### src/rtl/ifetch_ctrl_pkg.sv
// Shared types and constants for the instruction-fetch sequencer.
package ifetch_ctrl_pkg;

    localparam int unsigned IBUS_W = 32;

    localparam logic [IBUS_W-1:0] NOP_INST         = 32'h0000_0013;
    localparam logic [IBUS_W-1:0] DEFAULT_RESET_PC = 32'h0000_0000;
    localparam logic [IBUS_W-1:0] PC_STEP          = 32'h0000_0004;

    typedef enum logic [1:0] {
        ST_IDLE  = 2'd0,
        ST_FETCH = 2'd1,
        ST_WAIT  = 2'd2,
        ST_DROP  = 2'd3
    } fetch_state_e;

endpackage : ifetch_ctrl_pkg

### src/rtl/ifetch_ctrl.sv
// Instruction-fetch sequencer: owns the fetch PC, issues single-outstanding
// bus requests, feeds responses to the branch predictor and holds one
// fetched instruction for decode. Execute redirects flush the front end.
module ifetch_ctrl
    import ifetch_ctrl_pkg::*;
#(
    parameter logic [IBUS_W-1:0] RESET_PC = DEFAULT_RESET_PC
) (
    input  logic              clk,
    input  logic              rst_n,

    input  logic              jump_flag_i,
    input  logic [IBUS_W-1:0] jump_addr_i,

    output logic              ibus_req_o,
    output logic [IBUS_W-1:0] ibus_addr_o,
    input  logic              ibus_gnt_i,
    input  logic              ibus_rvalid_i,
    input  logic [IBUS_W-1:0] ibus_rdata_i,

    output logic [IBUS_W-1:0] bpu_inst_o,
    output logic              bpu_inst_valid_o,
    output logic [IBUS_W-1:0] bpu_pc_o,
    input  logic              bpu_prdt_taken_i,
    input  logic [IBUS_W-1:0] bpu_prdt_addr_i,

    output logic              inst_valid_o,
    output logic [IBUS_W-1:0] inst_o,
    output logic [IBUS_W-1:0] inst_addr_o,
    output logic              prdt_taken_o,
    input  logic              id_ready_i
);

    fetch_state_e      state_q, state_d;
    logic [IBUS_W-1:0] pc_q, pc_d;
    logic [IBUS_W-1:0] out_pc_q, out_pc_d;
    logic              inst_valid_q, inst_valid_d;
    logic [IBUS_W-1:0] inst_q, inst_d;
    logic [IBUS_W-1:0] inst_addr_q, inst_addr_d;
    logic              prdt_taken_q, prdt_taken_d;

    logic              req_c;
    logic              accept_c;
    logic              resp_ok_c;

    // Request only when the slot is empty or draining, so a response always lands in an empty slot
    always_comb begin
        req_c     = 1'b0;
        accept_c  = 1'b0;
        resp_ok_c = 1'b0;
        if (state_q == ST_FETCH) begin
            req_c = !inst_valid_q || id_ready_i;
        end
        accept_c  = req_c && ibus_gnt_i;
        resp_ok_c = (state_q == ST_WAIT) && ibus_rvalid_i && !jump_flag_i;
    end

    // State register
    always_ff @(posedge clk or negedge rst_n) begin
        if (!rst_n) begin
            state_q <= ST_IDLE;
        end else begin
            state_q <= state_d;
        end
    end

    // Next-state logic; a jump turns any in-flight request into a stale one to drop
    always_comb begin
        state_d = state_q;
        unique case (state_q)
            ST_IDLE: begin
                state_d = ST_FETCH;
            end
            ST_FETCH: begin
                if (accept_c) begin
                    state_d = jump_flag_i ? ST_DROP : ST_WAIT;
                end
            end
            ST_WAIT: begin
                if (ibus_rvalid_i) begin
                    state_d = ST_FETCH;
                end else if (jump_flag_i) begin
                    state_d = ST_DROP;
                end
            end
            ST_DROP: begin
                if (ibus_rvalid_i) begin
                    state_d = ST_FETCH;
                end
            end
            default: begin
                state_d = ST_IDLE;
            end
        endcase
    end

    // Output logic: bus request and predictor feed
    always_comb begin
        ibus_req_o       = req_c;
        ibus_addr_o      = {pc_q[IBUS_W-1:2], 2'b00};
        bpu_inst_o       = ibus_rdata_i;
        bpu_inst_valid_o = resp_ok_c;
        bpu_pc_o         = out_pc_q;
        inst_valid_o     = inst_valid_q;
        inst_o           = inst_q;
        inst_addr_o      = inst_addr_q;
        prdt_taken_o     = prdt_taken_q;
    end

    // Datapath next values: PC update, outstanding PC capture, decode slot
    always_comb begin
        pc_d         = pc_q;
        out_pc_d     = out_pc_q;
        inst_valid_d = inst_valid_q;
        inst_d       = inst_q;
        inst_addr_d  = inst_addr_q;
        prdt_taken_d = prdt_taken_q;

        if (accept_c) begin
            out_pc_d = pc_q;
        end

        if (inst_valid_q && id_ready_i) begin
            inst_valid_d = 1'b0;
        end

        if (resp_ok_c) begin
            inst_d       = ibus_rdata_i;
            inst_addr_d  = out_pc_q;
            prdt_taken_d = bpu_prdt_taken_i;
            inst_valid_d = 1'b1;
            pc_d         = bpu_prdt_taken_i ? bpu_prdt_addr_i
                                            : IBUS_W'(out_pc_q + PC_STEP);
        end

        if (jump_flag_i) begin
            pc_d         = jump_addr_i;
            inst_valid_d = 1'b0;
        end
    end

    // Datapath registers
    always_ff @(posedge clk or negedge rst_n) begin
        if (!rst_n) begin
            pc_q         <= RESET_PC;
            out_pc_q     <= RESET_PC;
            inst_valid_q <= 1'b0;
            inst_q       <= NOP_INST;
            inst_addr_q  <= '0;
            prdt_taken_q <= 1'b0;
        end else begin
            pc_q         <= pc_d;
            out_pc_q     <= out_pc_d;
            inst_valid_q <= inst_valid_d;
            inst_q       <= inst_d;
            inst_addr_q  <= inst_addr_d;
            prdt_taken_q <= prdt_taken_d;
        end
    end

endmodule : ifetch_ctrl

### config.mk
export PLATFORM = sky130hd
export DESIGN_NAME = ifetch_ctrl
export DESIGN_NICKNAME = d
export VERILOG_FILES = /design/src/rtl/ifetch_ctrl_pkg.sv /design/src/rtl/ifetch_ctrl.sv
export SDC_FILE = /design/constraint.sdc
export NUM_CORES = 1
export LEC_CHECK = 0
export BUFFER_PORTS_ARGS = -buffer_cell sky130_fd_sc_hd__buf_2
export CAP_MARGIN = 20
export CORE_MARGIN = 4
export CORE_UTILIZATION = 49
export DETAILED_ROUTE_END_ITERATION = 10
export GPL_TIMING_DRIVEN = 0
export PLACE_DENSITY = 0.82
export SLEW_MARGIN = 0
export SYNTH_ARGS = -nofsm -noshare
export SYNTH_HDL_FRONTEND = slang
export SYNTH_SLANG_ARGS = --single-unit
### constraint.sdc
create_clock -name clk -period 2.05 [get_ports clk]
set_input_delay 0.1025 -clock clk [delete_from_list [all_inputs] [get_ports clk]]
set_output_delay 0.1025 -clock clk [all_outputs]
set_load 0.01 [all_outputs]
==> results.toml, run 1 <==
[clock_network]
cts_htree_levels = 4
clk_pin_slew_ps = 50
clk_latency_ps = 420
root_buffer = "clkbuf_16"
cts_tree = "built"
cts.sinks = 132
cts.path.max_buffers = 2
numCtsBuffers = 17

[final_layout]
diodes = 0
drive_gt1_share_pct = 38.4
fin_util_pct = 73.1
final_nets = 1178
area_delta_synth_final_pct = 43.2

[critical_path]
r2r_slack_ps = 120
crit_type = "flip-flop to flip-flop"
crit_path_end_kind = "flip-flop"
reg2reg_depth = 6
crit_fanout = 10
crit_start = "state_q[1]$_DFFE_PN0P_"
critPathArrivalTime_ps = 2230
timing.rr.end = "bpu_pc_o[1]$_DFFE_PN0P_"
crit_path_start_kind = "flip-flop"
required_ps = 2350
r2r-start = "state_q[1]$_DFFE_PN0P_"

[timing]
tightest_slew_ps = 652
fin_crit_ps = 1930
min_period_over_period_pct = 94.0
rsz0062_at_grt = "false"
relSlewSlack_pct = 56.5
slew_viol_final = 0
final-setup-viol-count = 0
max_freq_mhz = 519
finalHoldViolations = 0
fin_skew_ps = 8.91

[global_routing]
grt_pass1_wl_mm = 33.9
antenna_found_initial = 1
grt_remaining_overflow = 0
grt_max_degree = 82
grt_pass1_vias = 6464
groute.usage.overall_pct = 29.4

[floorplan]
rows = 41
die_y_um = 124
dieArea_sq_um = 15300
core-area_sq_um = 12800
boundaryPins = 267
start_util_pct = 51.0
fp.dieW_um = 124

[logic_synthesis]
synth.cell_area_sq_um = 6540
synth_area_leaders = "dfrtp_1 (49%), nand2_1 (13%), buf_4 (7.3%)"
ys_async_sr_fraction_pct = 100
ys.flop_type = "dfrtp_1"
synth.avg_cell_area_sq_um = 9.07
synth.distinct_cells = 38
synth_warnings = 0
netlist.top_cell.by_area = "dfrtp_1"
yosysSeqAreaShare_pct = 50.5
synthCells = 721
synth_seq_cells = 132
synth_edf_count = 0
synth_top_area_share_pct = 49.3

[outcome]
outcome = "finished clean"

[place]
place_congestion = 0.833
io_buffers = 262
dp_hpwl_mm = 15.4

[worst_hold_path]
min_path_cells = 5
hold_end = "pc_q[13]$_DFFE_PN0P_"
hp-class = "primary input to flip-flop"
hold_start = "jump_addr_i[13]"

[drt]
viasPerCell = 5.17
avgRoutedWirePerCell_um = 17.6
firstDrtPassIters = 5
vias = 6488
routed_wl_mm = 22.2
drtIter0Drc = 417
drc = 0
antenna_left = 0

[flow_run]
cap_viol_max_count = 0

[power_and_ir_drop]
peakVddDrop_mv = 0.730
p_leak_nw = 4.96
power_mw = 11.4
cellPowerDensity_nw_per_um2 = 1220
## cell type report
class                      count  area, sq um
inverter                       8         37.5
timing repair buffer         331         2020
multi-input combinational    481         2630
fill                         935         3460
clock inverter                 6         35.0
sequential                   132         3310
clock buffer                  26          469
tap                          172          215
buffer                       100          656
## state kept, by name, summed over array words and instances (netlist names)
name	flops
prdt_taken_o	1
inst_valid_o	1
inst_addr_o	32
state_q	2
inst_o	32
pc_q	32
bpu_pc_o	32
## cell usage in the layout, fill, tap and decap left out, types with 6 or more instances in the layout
| cell type | count |
|---|---|
| buf_4 | 65 |
| nand4_1 | 7 |
| mux2i_1 | 7 |
| nor2_1 | 15 |
| o21ai_0 | 31 |
| clkbuf_1 | 26 |
| nand3_1 | 27 |
| nand2_1 | 231 |
| a21oi_1 | 51 |
| dfrtp_1 | 128 |
| and3_1 | 11 |
| dlygate4sd3_1 | 67 |
| xnor2_1 | 7 |
| buf_2 | 265 |
| clkbuf_16 | 17 |
| nor3_1 | 6 |
| mux2_2 | 33 |
| xor2_1 | 19 |
## worst max-delay path, stage by stage (launching register included)
cell and delay [ps]:
dfrtp_1 430, inv_1 70, ha_1 240, and2_1 170, nand2_1 200, buf_2 310
mux2_2 380
## timing repair
action                                 4_1_cts  5_1_grt
setup endpoints to repair                   91       47
buffers inserted                             1        0
pin swaps                                    1        1
gates resized for setup                     12       20
hold buffers                                67        0
endpoints found under the hold margin      116        0
## stage by stage
stage | setup slack [ps] | hold WS, ps | instance area [sq um] | setup TNS (ps) | instances
5_1_grt | 1.54 | 15.3 | 9370 | 0 | 1256
4_1_cts | 12.8 | 8.86 | 9320 | 0 | 1256
2_1_floorplan | 248 | -193 | 6550 | 0 | 722
6_report | 123 | 8.11 | 9370 | 0 | 1256
3_3_place_gp | -874 | 303 | 8070 | -129400 | 1156
3_5_place_dp | -492 | 81.7 | 8110 | -22180 | 1157
## cells in the mapped netlist, types with 7 or more instances
library cell and instances:
clkbuf_1 24, buf_2 7, xor2_1 19, nand3_1 28, nor2_1 15, mux2_2 33, o21ai_0 31, nand2_1 233
mux2i_1 7, xnor2_1 7, buf_4 64, dfrtp_1 129, and3_1 11, a21oi_1 51, nand4_1 7
## where the power goes
part | switching [mW] | internal (mW)
sequential | 1.00 | 3.61
clock | 1.06 | 1.56
combinational | 2.22 | 1.95
## logic make-up after synthesis
kind of cell	Yosys count	share of synthesized area, %
simple gates	311	20.4
flops	132	50.5
buf+inv	109	10.1
compound gates	98	7.92
mux	40	6.75
xor+xnor	26	3.48
fa+ha+maj	4	0.765
other cells	1	0.0573
## worst max path at each step
stage,depth (start not counted),to
CTS,9,inst_o[3]$_DFFE_PN0P_
global placement,1,inst_o[30]$_DFFE_PN0P_
finish,6,bpu_pc_o[1]$_DFFE_PN0P_
floorplan,9,pc_q[21]$_DFFE_PN0P_
global route,7,pc_q[26]$_DFFE_PN0P_
detailed placement,9,pc_q[29]$_DFFE_PN0P_
## per-layer routing
layer / track usage (%) / wire, um
met2: 49.2 / 10800
met1: 34.2 / 8450
met4: 14.2 / 773
met3: 9.47 / 2090
met5: 0 / 18
Power figures use the tool's default switching activity.
==> run 2: changes to the inputs <==
--- a/config.mk
+++ b/config.mk
@@ -11,7 +11,7 @@
 export CORE_UTILIZATION = 49
 export DETAILED_ROUTE_END_ITERATION = 10
 export GPL_TIMING_DRIVEN = 0
-export PLACE_DENSITY = 0.82
+export PLACE_DENSITY = 0.88
 export SLEW_MARGIN = 0
 export SYNTH_ARGS = -nofsm -noshare
 export SYNTH_HDL_FRONTEND = slang
==> run 2 against run 1 <==
Compared with the run above:
- die area is the same
- via count grew 2.9%
- power grew 2.4%
- utilization grew 0.53 points
- hold slack gained 53 ps
- final cell count grew 0.48%
- sequential power is essentially flat
- combinational power is essentially flat
- register-to-register slack lost 110 ps
- clock power grew 8.8%
- sequential cell count is the same
- global-route usage grew 1.2 points
- critical path type unchanged
- largest cell class unchanged
- highest routed layer unchanged
==> results.toml, run 2 (same netlist as run 1, synthesis figures left out) <==
[critical_path]
critPathMostFrequentCell = "a21oi_1"
crit_path_end_kind = "flip-flop"
critPathArrivalTime_ps = 2380
path_cells = "inv_1, ha_2, and2_4, clkbuf_1, nand3_1, a21oi_1, a21oi_1, o21ai_0"
crit_fanout = 10
required_ps = 2400
crit_type = "flip-flop to flip-flop"
crit_buf_inv = 2
crit_path_start_kind = "flip-flop"
slowest_delay_ps = 480
path_depth = 8
cp_top_family = "buffers and inverters"
cpMaxStageDelayCell = "clkbuf_1"
reg2reg_depth = 8

[clock_network]
cts_tree = "built"
cts.sinks = 132
numCtsBuffers = 17
cts_htree_levels = 4
clk_latency_ps = 430
cts.path.max_buffers = 2
clk_pin_slew_ps = 60
root_buffer = "clkbuf_16"

[flow_run]
cap_viol_max_count = 0

[global_routing]
grt_pass1_wl_mm = 35.2
grt_pass1_vias = 6775
groute.usage.overall_pct = 30.6
grt_max_degree = 77
grt_remaining_overflow = 0
antenna_found_initial = 3

[timing]
finalHoldViolations = 0
fin_skew_ps = 8.76
rsz0062_at_grt = "true"
fin_ws_ps = 17.5
slew_viol_final = 0
tns_ps = 0
max_freq_mhz = 492
tightest_slew_ps = 618
min_period_over_period_pct = 99.1
relSlewSlack_pct = 58.8
final-setup-viol-count = 0
fin_crit_ps = 2030

[final_layout]
mostFrequentLayoutCells = "buf_2 (266), nand2_1 (231), dfrtp_1 (127), dlygate4sd3_1 (70), buf_4 (68)"
fin_util_pct = 73.6
multi_input_area_sq_um = 2610
final_common_cell = "buf_2"
fin_cells = 1262
area_delta_synth_final_pct = 44.2
fillers = 877
drive_gt1_share_pct = 38.5
area.sequential_sq_um = 3310
final_nets = 1183

[floorplan]
fp.dieW_um = 124
rows = 41
dieArea_sq_um = 15300
start_util_pct = 51.0
boundaryPins = 267
die_y_um = 124
core-area_sq_um = 12800

[place]
dp.cells = 1157
dp_slack_ps = -586
io_buffers = 262
dp_hpwl_mm = 15.5
place_congestion = 0.855

[worst_hold_path]
min_path_cells = 4
hp-class = "primary input to flip-flop"

[drt]
avgRoutedWirePerCell_um = 18.6
drc = 0
vias = 6679
antenna_left = 0
drtIter0Drc = 481
viasPerCell = 5.29
firstDrtPassIters = 8
routed_wl_mm = 23.5

[power_and_ir_drop]
peakVddDrop_mv = 0.698
cellPowerDensity_nw_per_um2 = 1240
p_leak_nw = 5.00

[outcome]
outcome = "finished clean"
## run 2: area by class of cell
cell class	instances	area share, %
antenna	1	0.0265
sequential	132	35.1
inverter	8	0.371
buffer	100	6.89
multi-input combinational	481	27.7
clock buffer	27	5.22
tap	172	2.28
timing repair buffer	336	21.9
clock inverter	5	0.557
## run 2: final timing paths
path                                             start                           to  slack, ps
max in group asynchronous                        rst_n  inst_addr_o[15]$_DFFE_PN0P_       1060
worst max register to register  state_q[0]$_DFFE_PN0P_         pc_q[15]$_DFFE_PN0P_         20
worst max-delay path            state_q[0]$_DFFE_PN0P_         pc_q[15]$_DFFE_PN0P_         20
worst min register to register   inst_o[1]$_DFFE_PN1P_        inst_o[1]$_DFFE_PN1P_        460
min in group asynchronous                        rst_n         pc_q[30]$_DFFE_PN0P_        210
worst min-delay path                bpu_prdt_addr_i[6]          pc_q[6]$_DFFE_PN0P_         60
## run 2: worst min-delay path, delay by kind of cell
kind / cells / cell delay [ps]
AOI/OAI and AO/OA: 2 / 210
buffers and inverters: 1 / 80
and+or+nand+nor: 1 / 60
## run 2: routing by layer
layer | part of all wire [%] | global-route usage, % | wire length [um] | vias to the layer above
li1 | - | - | - | 3025
met1 | 38 | 35.2 | 8840 | 3197
met2 | 50 | 52.4 | 11700 | 386
met3 | 9.5 | 9.10 | 2240 | 67
met4 | 3.0 | 14.3 | 693 | 4
met5 | 0.11 | 0 | 26 | -
## run 2: metrics by stage
| stage | hold slack [ps] | total power, mW | area, sq um |
|---|---|---|---|
| floorplan | -193 | 6.69 | 6550 |
| global placement | 305 | 8.38 | 8070 |
| detailed placement | 102 | 8.56 | 8110 |
| CTS | 39.5 | 11.5 | 9390 |
| global route | 62.3 | 12.3 | 9440 |
| finish | 61.6 | 11.7 | 9440 |
## run 2: where the power goes
part,switching [mW],total (mW),internal [mW],leakage [nW]
logic,2.26,4.19,1.93,3.09
clock network,1.09,2.85,1.76,0.265
registers,1.02,4.63,3.61,1.65
## run 2: what timing repair did
item                                    4_1_cts  5_1_grt
endpoints found under the hold margin       118        0
endpoints found under the setup margin       90       40
gates resized for setup                      11       16
hold buffers                                 70        0
pin swaps                                     1        1
buffers inserted                              1        2
